[config.mk]
export PLATFORM = sky130hd
export DESIGN_NAME = interp_block_buffer
export DESIGN_NICKNAME = d
export VERILOG_FILES = /design/src/rtl/interp_block_buffer.sv
export SDC_FILE = /design/constraint.sdc
export NUM_CORES = 1
export LEC_CHECK = 0
export BUFFER_PORTS_ARGS = -buffer_cell sky130_fd_sc_hd__buf_2
export CAP_MARGIN = 10
export CELL_PAD_IN_SITES_DETAIL_PLACEMENT = 0
export CELL_PAD_IN_SITES_GLOBAL_PLACEMENT = 1
export CORE_MARGIN = 8
export CORE_UTILIZATION = 53
export CTS_CLUSTER_SIZE = 40
export DETAILED_ROUTE_END_ITERATION = 6
export PLACE_DENSITY = 0.85
export SLEW_MARGIN = 20
export SYNTH_ARGS = -nofsm -noshare
export SYNTH_HDL_FRONTEND = slang
export SYNTH_SLANG_ARGS = --single-unit
[constraint.sdc]
create_clock -name CLK -period 8.96 [get_ports CLK]
set_input_delay 1.792 -clock CLK [delete_from_list [all_inputs] [get_ports CLK]]
set_output_delay 1.792 -clock CLK [all_outputs]
set_load 0.01 [all_outputs]
[src/rtl/interp_block_buffer.sv]
`default_nettype none
// ============================================================================
// Module      : interp_block_buffer
// Description : Two-bank ping-pong buffer that collects 4-row interpolated
//               blocks and streams whole blocks out under valid/ready.
// Revision    : 1.0 - initial release
// ============================================================================
module interp_block_buffer (
    input  logic        CLK,
    input  logic        RESET_ALL,
    input  logic        IN_VALID,
    input  logic [13:0] IN_SAMPLE_0,
    input  logic [13:0] IN_SAMPLE_1,
    input  logic [13:0] IN_SAMPLE_2,
    input  logic [13:0] IN_SAMPLE_3,
    input  logic        OUT_READY,
    output logic        OUT_VALID,
    output logic [55:0] OUT_ROW,
    output logic [1:0]  OUT_ROW_IDX,
    output logic        OUT_LAST,
    output logic        OVERFLOW,
    output logic [7:0]  BLOCK_COUNT
);

    localparam logic [1:0] c_LAST_ROW = 2'd3;

    logic [55:0] r_mem [0:7];
    logic        r_wr_bank;
    logic [1:0]  r_wr_row;
    logic        r_rd_bank;
    logic [1:0]  r_rd_row;
    logic [1:0]  r_full;
    logic        r_overflow;
    logic [7:0]  r_block_count;

    logic w_wr_en;
    logic w_wr_drop;
    logic w_rd_xfer;

    // Both sides look at FULL as it stood before the edge, so a write into the
    // bank being freed on this same edge is still treated as a collision.
    assign w_wr_en   = IN_VALID && !r_full[r_wr_bank] && !RESET_ALL;
    assign w_wr_drop = IN_VALID &&  r_full[r_wr_bank] && !RESET_ALL;
    assign w_rd_xfer = r_full[r_rd_bank] && OUT_READY;

    always_ff @(posedge CLK) begin
        if (w_wr_en) begin
            r_mem[{r_wr_bank, r_wr_row}] <= {IN_SAMPLE_3, IN_SAMPLE_2, IN_SAMPLE_1, IN_SAMPLE_0};
        end
    end

    always_ff @(posedge CLK) begin
        if (RESET_ALL) begin
            r_wr_bank     <= 1'b0;
            r_wr_row      <= 2'd0;
            r_rd_bank     <= 1'b0;
            r_rd_row      <= 2'd0;
            r_full        <= 2'b00;
            r_overflow    <= 1'b0;
            r_block_count <= 8'd0;
        end else begin
            if (w_wr_en) begin
                r_wr_row <= r_wr_row + 2'd1;
                if (r_wr_row == c_LAST_ROW) begin
                    r_full[r_wr_bank] <= 1'b1;
                    r_wr_bank         <= ~r_wr_bank;
                end
            end
            if (w_wr_drop) begin
                r_overflow <= 1'b1;
            end
            // A write only targets an empty bank and a read only a full one,
            // so the two FULL updates never hit the same bit.
            if (w_rd_xfer) begin
                r_rd_row <= r_rd_row + 2'd1;
                if (r_rd_row == c_LAST_ROW) begin
                    r_full[r_rd_bank] <= 1'b0;
                    r_rd_bank         <= ~r_rd_bank;
                    r_block_count     <= r_block_count + 8'd1;
                end
            end
        end
    end

    assign OUT_VALID   = r_full[r_rd_bank];
    assign OUT_ROW     = r_mem[{r_rd_bank, r_rd_row}];
    assign OUT_ROW_IDX = r_rd_row;
    assign OUT_LAST    = OUT_VALID && (r_rd_row == c_LAST_ROW);
    assign OVERFLOW    = r_overflow;
    assign BLOCK_COUNT = r_block_count;

endmodule
`default_nettype wire

# Word-level counts from Yosys, hierarchy flattened
# Memories as Yosys holds them, arrays and structs flattened.
# Index checks and enable logic that the tools add are counted.
[classes]
addsub = 3
n_lt_le_gt_ge = 4
eq_ne = 2
muxes = 15
bitwise_logic = 5
reduce_logical = 12
[ops]
columns = ["op", "n"]
rows = [
  ["2-to-1 mux 2 bit", 5],
  ["adder 8 x 1 -> 8 bit (second input constant)", 1],
  ["logical AND 1 bit", 8],
  ["2-to-1 mux 1 bit", 8],
  ["adder 2 x 1 -> 2 bit (second input constant)", 2],
  ["equality test 2 bit (second input constant)", 2],
  ["less-than comparator 1 x 2 -> 1 bit (second input constant)", 2],
  ["AND reduction 2 bit", 2],
  ["bitwise AND 2 bit", 1],
  ["demux 1 bit (select 1 bit)", 2],
  ["greater-or-equal comparator 1 bit (second input constant)", 2],
  ["zero test 1 bit", 2],
  ["NOT 1 bit", 2],
  ["NOT 2 bit", 1],
  ["OR 2 bit", 1],
]
[word_totals]
register_bits = 17
ramBits = 448
in_bits = 60
out_inout_bits = 69
elab_cells = 49
n_memories = 1
[mem_list]
columns = ["name", "words", "width", "read_ports", "rd_ports_with_merged_regs", "wr", "line_no", "rtl"]
rows = [
  ["r_mem", 8, 56, 1, 0, 1, "27", "logic [55:0] r_mem [0:7];"],
]

# Logic depth before layout (Yosys ltp)
# Gate-level depths: netlist (run 1).
[depth]
ltp_word = 11
ltp_mapped = 5
ltp_nobuf = 4

# Worst setup path before layout (run 1)
# Ideal clock, no wire load.
[synth_timing]
path_kind = "input-to-reg"
start = "in IN_VALID"
end = "mem r_mem[0][0] (enable)"
arrival_ns = 6.464
t_required_ns = 8.421
path_slack_ns = 1.956
cell_stages = 4
path_buffers = 1
cell_sequence = "clkbuf_1 > inv_1 > or4_4 > nor3_1"
[synth_between]
elab_chain_len = 4
[synth_rtl]
columns = ["element", "line_no", "rtl"]
rows = [
  ["start: declaration", "11", "input logic IN_VALID,"],
  ["logical AND 1 bit (2 in a row)", "42", "assign w_wr_en = IN_VALID && !r_full[r_wr_bank] && !RESET_ALL;"],
  ["2-to-1 mux 1 bit", "47", "if (w_wr_en) begin"],
  ["2-to-1 mux 1 bit (implied by the code)", "48", "r_mem[{r_wr_bank, r_wr_row}] <= {IN_SAMPLE_3, IN_SAMPLE_2, IN_SAMPLE_1, IN_SAMPLE_0};"],
  ["end: declaration", "27", ""],
]
# No other way between the ends.

# Worst setup path in the final report (run 1)
[layout_timing]
start = "reg r_rd_row[1] (netlist: OUT_ROW_IDX[1])"
end = "out OUT_ROW[17]"
[layout_between]
elab_chain_len = 1
[layout_rtl]
columns = ["element", "line_no", "rtl"]
rows = [
  ["start: declaration", "31", "logic [1:0] r_rd_row;"],
  ["start signal: assignment", "75", "r_rd_row <= r_rd_row + 2'd1;"],
  ["memory (8 x 56 bit)", "-", ""],
  ["end: declaration", "18", "output logic [55:0] OUT_ROW,"],
]
# No other way between the ends.

==> results.sh, run 1 <==
export IMPL_outcome="completed"
export IMPL_routed_wl_um=32800
export IMPL_synthArstFlopShare_pct=0
export IMPL_worstPathCellList="buf_4, mux4_2, mux2_4, buf_2"
export IMPL_grt_max_degree=86
export IMPL_grt_util_all_layers_pct=16.5
export IMPL_routed_via_density=5.72
export IMPL_hpwl_um=17000
export IMPL_slew_headroom_pct=33.0
export IMPL_clock_skew_ps=12.8
export IMPL_grt_ovfl_total=0
export IMPL_muxShareOfSynthArea_pct=19.2
export IMPL_coreArea_um2=33400
export IMPL_synth_cell_types=35
export IMPL_synth_cells=753
export IMPL_root_buffer="clkbuf_16"
export IMPL_cap_violations=0
export IMPL_synth_edff_count=448
export IMPL_synth_area_per_cell_um2=23.9
export IMPL_synth_most_common_cell="edfxtp_1"
export IMPL_clock_path_buffers=3
export IMPL_slowest_stage="dfxtp_4"
export IMPL_drive_gt1_share_pct=39.5
export IMPL_ys_ff_latch=465
export IMPL_syn2layout_area_growth_pct=13.3
export IMPL_routedWlPerCell_um=23.8
export IMPL_synthTopCellsByCount="edfxtp_1 (448), mux4_2 (104), mux2_4 (53), dfxtp_1 (17), buf_2 (15)"
export IMPL_clk_latency_ps=530
export IMPL_die_h_um=200
export IMPL_synth_seq_area_share_pct=76.8
export IMPL_synth_compound_area_share_pct=0.920
export IMPL_numCtsBuffers=45
export IMPL_synth_area_leaders="edfxtp_1 (75%), mux4_2 (13%), mux2_4 (4.4%)"
export IMPL_crit_path_end_kind="output pin"
export IMPL_slowest_delay_ps=870
export IMPL_cts_hold_fix_buffers=0
export IMPL_gp_congestion=0.721
export IMPL_dieArea_um2=40000
export IMPL_start_kind="flop"
export IMPL_dp_cells=1302
export IMPL_synth_largest_area_cell="edfxtp_1"
export IMPL_drt_pass1_iter_count=5
export IMPL_drc=0
export IMPL_portBuffers=128
export IMPL_rows=67
export IMPL_power_density_nw_per_um2=209
export IMPL_die_width_um=200
export IMPL_initial_core_util_pct=53.7
export IMPL_syn_num_nets=816
export IMPL_htreeDepth=2
export IMPL_timing_final_crit_period_ps=4890
export IMPL_final_setup_tns_ps=0
export IMPL_synth_area_um2=18000
export IMPL_slew_viol_final=0
export IMPL_clk_pin_slew_worst_paths_ps=60
export IMPL_clock_fmax_mhz=205
export IMPL_power_mw=4.24
export IMPL_finalNetCount=964
export IMPL_grt_pass1_vias=8279
export IMPL_drt_iter0_drc=543
export IMPL_rsz0062_at_grt="no"
export IMPL_holdCritPathClass="flop to flop"
export IMPL_fin_cells=1378
export IMPL_final_period_utilization_pct=54.6
export IMPL_io_pins=129
export IMPL_peakVddDrop_uv=180
export IMPL_tightest_slew_ps=1000
export IMPL_hold_slack_ps=484
export IMPL_ant_nets=0
export IMPL_setup_viol=0
export IMPL_synthSimpleGateAreaFrac_pct=1.26
export IMPL_path_max_fanout=60
export IMPL_synth_ff_type="edfxtp_1"
export IMPL_synth_warnings=0
export IMPL_cts_tree="built"
export IMPL_required_ps=7170
export IMPL_hold_violations=0
export IMPL_cts_sinks=465
export IMPL_place_ws_ps=4560
export IMPL_vias=7887
export IMPL_leakagePower_nw=6.51
export IMPL_synth_top_area_share_pct=74.9
export IMPL_postLayoutSetupSlackWorst_ps=4070
export IMPL_synth_top_family_by_area="multiplexers"
export IMPL_synth_fa_ha_area_share_pct=0.209
export IMPL_cts_resized=0
export IMPL_post_cts_setup_buffers=0
export IMPL_synthXorXnorAreaFrac_pct=0
export IMPL_cp_arrival_ps=3100
export IMPL_grt_antenna_before_repair=5
export IMPL_grt_pass1_wl_um=49700
export IMPL_critPathKind="flop to output pin"
[final timing paths]
path / startpoint / endpoint / slack [ps] / depth (start not counted)
max reg2reg: r_wr_bank / r_mem[0][37] / 6040 / 4
min: OVERFLOW / OVERFLOW / 480 / 2
max: OUT_ROW_IDX[1] / OUT_ROW[17] / 4070 / 4
min reg2reg: OVERFLOW / OVERFLOW / 480 / 2
[cell families after synthesis]
group	Yosys count
muxes	173
and+or+nand+nor	42
buffers and inverters	42
AOI/OAI and AO/OA	28
DFF	465
adders and majority gates	3
[stage by stage]
step | area [um^2] | utilization (%)
after floorplan | 18000 | -
after global placement | 19000 | 56.9
after detailed placement | 19000 | 56.9
after CTS | 20300 | 60.8
after global routing | 20300 | 60.8
final | 20300 | 60.8
[layout make-up]
cell class / count / area [um^2]
sequential: 465 / 13800
timing repair buffer: 139 / 736
fill: 2294 / 13100
clock buffer: 57 / 1170
tap: 448 / 561
antenna: 1 / 2.50
multi-input combinational: 246 / 3920
clock inverter: 18 / 136
inverter: 4 / 15.0
[flip-flops by register name, indices dropped and copies added (netlist names)]
register,flops
BLOCK_COUNT,8
OUT_ROW_IDX,2
OVERFLOW,1
r_full,2
r_mem,448
r_rd_bank,1
r_wr_bank,1
r_wr_row,2
[critical path: cells and delay by family, from the launching register on]
kind / cells / cell delay (ps)
buffers and inverters: 2 / 940
flip-flops: 1 / 870
multiplexers: 2 / 720
[placed cells by master, fill, tap and decap left out, drive strengths merged]
cell / n
a311oi: 2
o21ai: 7
nand2: 4
clkinvlp: 2
or4: 5
ha: 3
mux2i: 2
inv: 4
nand4: 1
nor2: 10
a31oi: 2
o31ai: 4
edfxtp: 448
nor3: 4
clkinv: 14
diode: 1
and2: 2
nor4: 1
nand2b: 1
bufinv: 2
a21oi: 12
nand4b: 1
nor2b: 2
mux2: 59
buf: 139
nand3: 7
or3: 4
a41o: 1
mux4: 112
dfxtp: 17
clkbuf: 57
[metal layers]
metal  vias to the layer above  GRT usage (%)  part of all wire (%)
li1                       3503              -                     -
met1                      4139           21.9                    42
met2                       181           27.6                    50
met3                        56           3.74                   5.6
met4                         8           4.28                   1.7
met5                         -              0                  0.16
[where the power goes]
| part | internal, mW | switching, mW | leakage, nW |
|---|---|---|---|
| logic | 0.0497 | 0.0691 | 1.70 |
| clock network | 0.974 | 0.735 | 0.629 |
| registers | 2.41 | 0.00678 | 4.19 |
Power figures use the tool's default switching activity.
==> run 2, diff against run 1 <==
==> constraint.sdc (replaced) <==
create_clock -name CLK -period 4.97 [get_ports CLK]
set_input_delay 0.994 -clock CLK [delete_from_list [all_inputs] [get_ports CLK]]
set_output_delay 0.994 -clock CLK [all_outputs]
set_load 0.01 [all_outputs]
==> run 2 against run 1 <==
Global-route usage increased by 0.30 points. Largest cell class unchanged. Register-to-register slack worse by 3900 ps. Sequential power grew 80%.
==> results.sh, run 2 (synthesis results as in run 1) <==
export IMPL_drc=0
export IMPL_initial_core_util_pct=53.7
export IMPL_setup_viol=0
export IMPL_final_common_cell="edfxtp_1"
export IMPL_hpwl_um=17700
export IMPL_htreeDepth=2
export IMPL_ant_nets=0
export IMPL_min_from="OVERFLOW"
export IMPL_tightest_slew_ps=996
export IMPL_rows=67
export IMPL_worstPathCellList="buf_12, mux4_1, mux2_4, buf_2"
export IMPL_clk_pin_slew_worst_paths_ps=60
export IMPL_final_period_utilization_pct=75.1
export IMPL_outcome="completed"
export IMPL_crit_buf_inv=2
export IMPL_mostFrequentLayoutCells="edfxtp_1 (448), buf_2 (128), mux4_2 (104)"
export IMPL_holdCritPathClass="flop to flop"
export IMPL_routed_via_density=5.79
export IMPL_grt_ovfl_total=0
export IMPL_largest_register="r_mem"
export IMPL_worst_setup_path_startpoint="OUT_ROW_IDX[0]"
export IMPL_die_h_um=200
export IMPL_slew_headroom_pct=33.6
export IMPL_slowest_stage="dfxtp_4"
export IMPL_grt_util_all_layers_pct=16.8
export IMPL_final_setup_tns_ps=0
export IMPL_grt_antenna_before_repair=7
export IMPL_drt_pass1_iter_count=4
export IMPL_largest_reg_flops=448
export IMPL_fillCellCount=2327
export IMPL_syn2layout_area_growth_pct=14.4
export IMPL_drive_gt1_share_pct=39.8
export IMPL_numCtsBuffers=46
export IMPL_start_kind="flop"
export IMPL_grt_pass1_wl_um=50500
export IMPL_critPathKind="flop to output pin"
export IMPL_drt_iter0_drc=371
export IMPL_cts_hold_fix_buffers=0
export IMPL_cts_resized=0
export IMPL_required_ps=3980
export IMPL_regArea_um2=13800
export IMPL_peakVddDrop_uv=316
export IMPL_hold_depth=2
export IMPL_rsz0062_at_grt="no"
export IMPL_grt_pass1_vias=8583
export IMPL_crit_path_end_kind="output pin"
export IMPL_cap_violations=0
export IMPL_cp_num_cells=4
export IMPL_clk_latency_ps=540
export IMPL_root_buffer="clkbuf_16"
export IMPL_r2r_cells=4
export IMPL_routedWlPerCell_um=23.9
export IMPL_post_cts_setup_buffers=0
export IMPL_cp_arrival_ps=2740
export IMPL_cts_tree="built"
export IMPL_dieArea_um2=40000
export IMPL_vias=8042
export IMPL_gp_congestion=0.750
export IMPL_coreArea_um2=33400
export IMPL_hold_violations=0
export IMPL_slowest_delay_ps=640
export IMPL_io_pins=129
export IMPL_timing_final_crit_period_ps=3730
export IMPL_grt_max_degree=59
export IMPL_finalNetCount=969
export IMPL_leakagePower_nw=6.60
export IMPL_cts_sinks=465
export IMPL_die_width_um=200
export IMPL_rr_startpoint="r_wr_bank"
export IMPL_clock_path_buffers=3
export IMPL_hold_slack_ps=475
export IMPL_path_max_fanout=58
export IMPL_power_density_nw_per_um2=380
export IMPL_portBuffers=128
export IMPL_multi_input_area_um2=3940
export IMPL_clock_skew_ps=18.1
export IMPL_slew_viol_final=0
export IMPL_clock_fmax_mhz=268
export IMPL_cpLargestDelayFamily="multiplexers"
export IMPL_routed_wl_um=33300
-- run 2: final cells by class --
cell class / instances / area share (%)
Sequential cell: 465 / 67.2
Inverter: 4 / 0.0731
Timing Repair Buffer: 143 / 3.91
Clock inverter: 21 / 0.707
Tap cell: 448 / 2.73
Clock buffer: 61 / 6.19
Antenna cell: 2 / 0.0244
Multi-Input combinational cell: 246 / 19.2
-- run 2: path summary, 6_finish.rpt --
path / slack [ps] / to
min: 470 / OVERFLOW
max: 1240 / OUT_ROW[22]
min reg2reg: 470 / OVERFLOW
max reg2reg: 2100 / r_mem[0][25]
-- run 2: power breakdown --
group,internal (mW),total (mW),switching [mW]
logic,0.0909,0.217,0.126
registers,4.34,4.35,0.0127
clock network,1.89,3.24,1.35
-- run 2: tightest hold or removal path, cell delays in order, from the launching register on --
cell	delay, ps
dfxtp_1	330
a21oi_1	40
nor2_1	70
-- run 2: per-stage QoR --
step	cell area [um^2]	std cells	worst slack (ps)	total power, mW	util, %
2_1_floorplan	18000	753	288	4.54	-
3_3_place_gp	19100	1306	1750	4.65	57.2
3_5_place_dp	19100	1306	1720	4.66	57.2
4_1_cts	20500	1388	1140	7.89	61.4
5_1_grt	20500	1389	1060	8.05	61.4
6_report	20500	1390	1240	7.81	61.4
-- run 2: layer usage --
layer	GRT usage (%)	share of wire, %
met1	21.7	41
met2	28.9	51
met3	3.57	5.4
met4	4.58	1.9
met5	0	0.22
==> run 3, diff against run 2 <==
--- a/config.mk
+++ b/config.mk
@@ -10,10 +10,10 @@
 export CELL_PAD_IN_SITES_DETAIL_PLACEMENT = 0
 export CELL_PAD_IN_SITES_GLOBAL_PLACEMENT = 1
 export CORE_MARGIN = 8
-export CORE_UTILIZATION = 53
+export CORE_UTILIZATION = 48
 export CTS_CLUSTER_SIZE = 40
 export DETAILED_ROUTE_END_ITERATION = 6
-export PLACE_DENSITY = 0.85
+export PLACE_DENSITY = 0.81
 export SLEW_MARGIN = 20
 export SYNTH_ARGS = -nofsm -noshare
 export SYNTH_HDL_FRONTEND = slang
==> constraint.sdc (replaced) <==
create_clock -name CLK -period 3 [get_ports CLK]
set_input_delay 0.6 -clock CLK [delete_from_list [all_inputs] [get_ports CLK]]
set_output_delay 0.6 -clock CLK [all_outputs]
set_load 0.01 [all_outputs]
==> run 3 against run 2 <==
Global-route usage decreased by 1.3 points. Die area up 9.6%. Total power is 68% higher. Critical path depth is the same. Non-clock buffer count is 16 higher. Sequential share of layout area down 1.4 points. Design area increased by 2.2%. Critical endpoint is now OUT_ROW[0].
==> results.sh, run 3 (synthesis results as in run 1) <==
export IMPL_htreeDepth=2
export IMPL_drt_pass1_iter_count=5
export IMPL_final_common_cell="edfxtp_1"
export IMPL_final_period_utilization_pct=97.1
export IMPL_coreArea_um2=37200
export IMPL_routed_wl_um=34200
export IMPL_die_h_um=209
export IMPL_io_pins=129
export IMPL_fillCellCount=2675
export IMPL_rows=71
export IMPL_cts_sinks=465
export IMPL_grt_max_degree=57
export IMPL_r2r_setup_slack_ps=380
export IMPL_hold_depth=1
export IMPL_slew_headroom_pct=66.1
export IMPL_routedWlPerCell_um=23.9
export IMPL_dpl_cell_area_um2=19400
export IMPL_cp_arrival_ps=2310
export IMPL_clk_latency_ps=540
export IMPL_worstHoldEndpoint="r_mem[1][10]"
export IMPL_rr_startpoint="r_wr_bank"
export IMPL_clk_pin_slew_worst_paths_ps=60
export IMPL_worstPathCellList="buf_12, mux4_1, mux2_4, buf_2"
export IMPL_multi_input_area_um2=3920
export IMPL_rr_endpoint="r_mem[3][4]"
export IMPL_cts_hold_fix_buffers=0
export IMPL_dieArea_um2=43900
export IMPL_ant_nets=0
export IMPL_initial_core_util_pct=48.3
export IMPL_post_route_util_pct=56.4
export IMPL_grt_antenna_before_repair=8
export IMPL_setup_viol=0
export IMPL_regArea_um2=13800
export IMPL_portBuffers=128
export IMPL_critPathKind="flop to output pin"
export IMPL_rsz0062_at_grt="no"
export IMPL_gp_congestion=0.721
export IMPL_cap_violations=0
export IMPL_r2r_cells=4
export IMPL_drc=0
export IMPL_start_kind="flop"
export IMPL_drive_gt1_share_pct=41.9
export IMPL_clock_fmax_mhz=343
export IMPL_largest_register="r_mem"
export IMPL_hold_violations=0
export IMPL_largest_reg_flops=448
export IMPL_vias=7992
export IMPL_hpwl_um=19600
export IMPL_min_from="IN_SAMPLE_0[10]"
export IMPL_finalNetCount=985
export IMPL_timing_final_crit_period_ps=2910
export IMPL_cpLargestDelayFamily="multiplexers"
export IMPL_crit_path_end_kind="output pin"
export IMPL_slew_viol_final=0
export IMPL_root_buffer="clkbuf_16"
export IMPL_mostFrequentLayoutCells="edfxtp_1 (448), buf_2 (128), mux4_2 (108)"
export IMPL_clock_skew_ps=8.73
export IMPL_leakagePower_nw=6.75
export IMPL_peakVddDrop_uv=459
export IMPL_grt_pass1_vias=8401
export IMPL_path_max_fanout=27
export IMPL_grt_util_all_layers_pct=15.5
export IMPL_slowest_delay_ps=590
export IMPL_syn2layout_area_growth_pct=16.8
export IMPL_final_area_um2=21000
export IMPL_cts_tree="built"
export IMPL_grt_pass1_wl_um=52100
export IMPL_required_ps=2400
export IMPL_die_width_um=209
export IMPL_power_mw=13.1
export IMPL_outcome="completed"
export IMPL_tightest_slew_ps=505
export IMPL_routed_via_density=5.57
export IMPL_numCtsBuffers=46
export IMPL_power_density_nw_per_um2=625
export IMPL_clock_path_buffers=3
export IMPL_drt_iter0_drc=504
export IMPL_grt_ovfl_total=0
export IMPL_holdCritPathClass="input pin to flop"
export IMPL_slowest_stage="mux4_1"
export IMPL_crit_buf_inv=2
==> run 3: routing by layer <==
metal	track usage [%]	share of wire, %
met1	20.9	43
met2	25.5	50
met3	3.43	4.8
met4	3.96	1.4
met5	0	0.16
==> run 3: through the flow <==
step / std cells / setup TNS, ps / setup slack (ps) / hold WS, ps
6_report: 1434 / 0 / 87.3 / 328
5_1_grt: 1433 / 0 / 8.73 / 311
4_1_cts: 1429 / 0 / 6.76 / 307
3_5_place_dp: 1343 / 0 / 404 / 487
3_3_place_gp: 1343 / 0 / 462 / 479
2_1_floorplan: 753 / -227720 / -912 / 488
==> run 3: layout make-up <==
| class | instances | area share, % |
|---|---|---|
| well taps | 474 | 2.83 |
| clock buffers | 57 | 5.78 |
| repair buffers | 159 | 5.58 |
| inverters | 4 | 0.0835 |
| flip-flops and latches | 465 | 65.8 |
| clock inverters | 26 | 1.22 |
| multi-input cells | 246 | 18.7 |
| diodes | 3 | 0.0358 |
==> run 3: worst max path at each step <==
stage,startpoint,end,slack [ps],cells after the start
2_1_floorplan,RESET_ALL,r_mem[3][0],-910,3
3_3_place_gp,OUT_ROW_IDX[0],OUT_ROW[35],460,4
3_5_place_dp,r_wr_bank,r_mem[3][10],400,4
4_1_cts,OUT_ROW_IDX[1],OUT_ROW[44],7,4
5_1_grt,OUT_ROW_IDX[0],OUT_ROW[0],9,4
6_report,OUT_ROW_IDX[0],OUT_ROW[0],90,4
==> run 3: what timing repair did <==
| item | 4_1_cts | 5_1_grt |
|---|---|---|
| pin swaps | 0 | 0 |
| resized for setup | 3 | 3 |
| buffers inserted | 3 | 2 |
| endpoints found under the setup margin | 46 | 9 |
==> run 3: worst reg2reg max path, stage by stage, from the launching register on <==
cell and delay [ps]:
dfxtp_1 590, mux2i_1 410, nand4b_1 490, nor2_4 580, buf_4 260
==> run 3: power by group <==
part           internal (mW)  switching, mW
logic                  0.160          0.216
clock network           3.30           2.23
registers               7.19         0.0198
total                   10.7           2.46
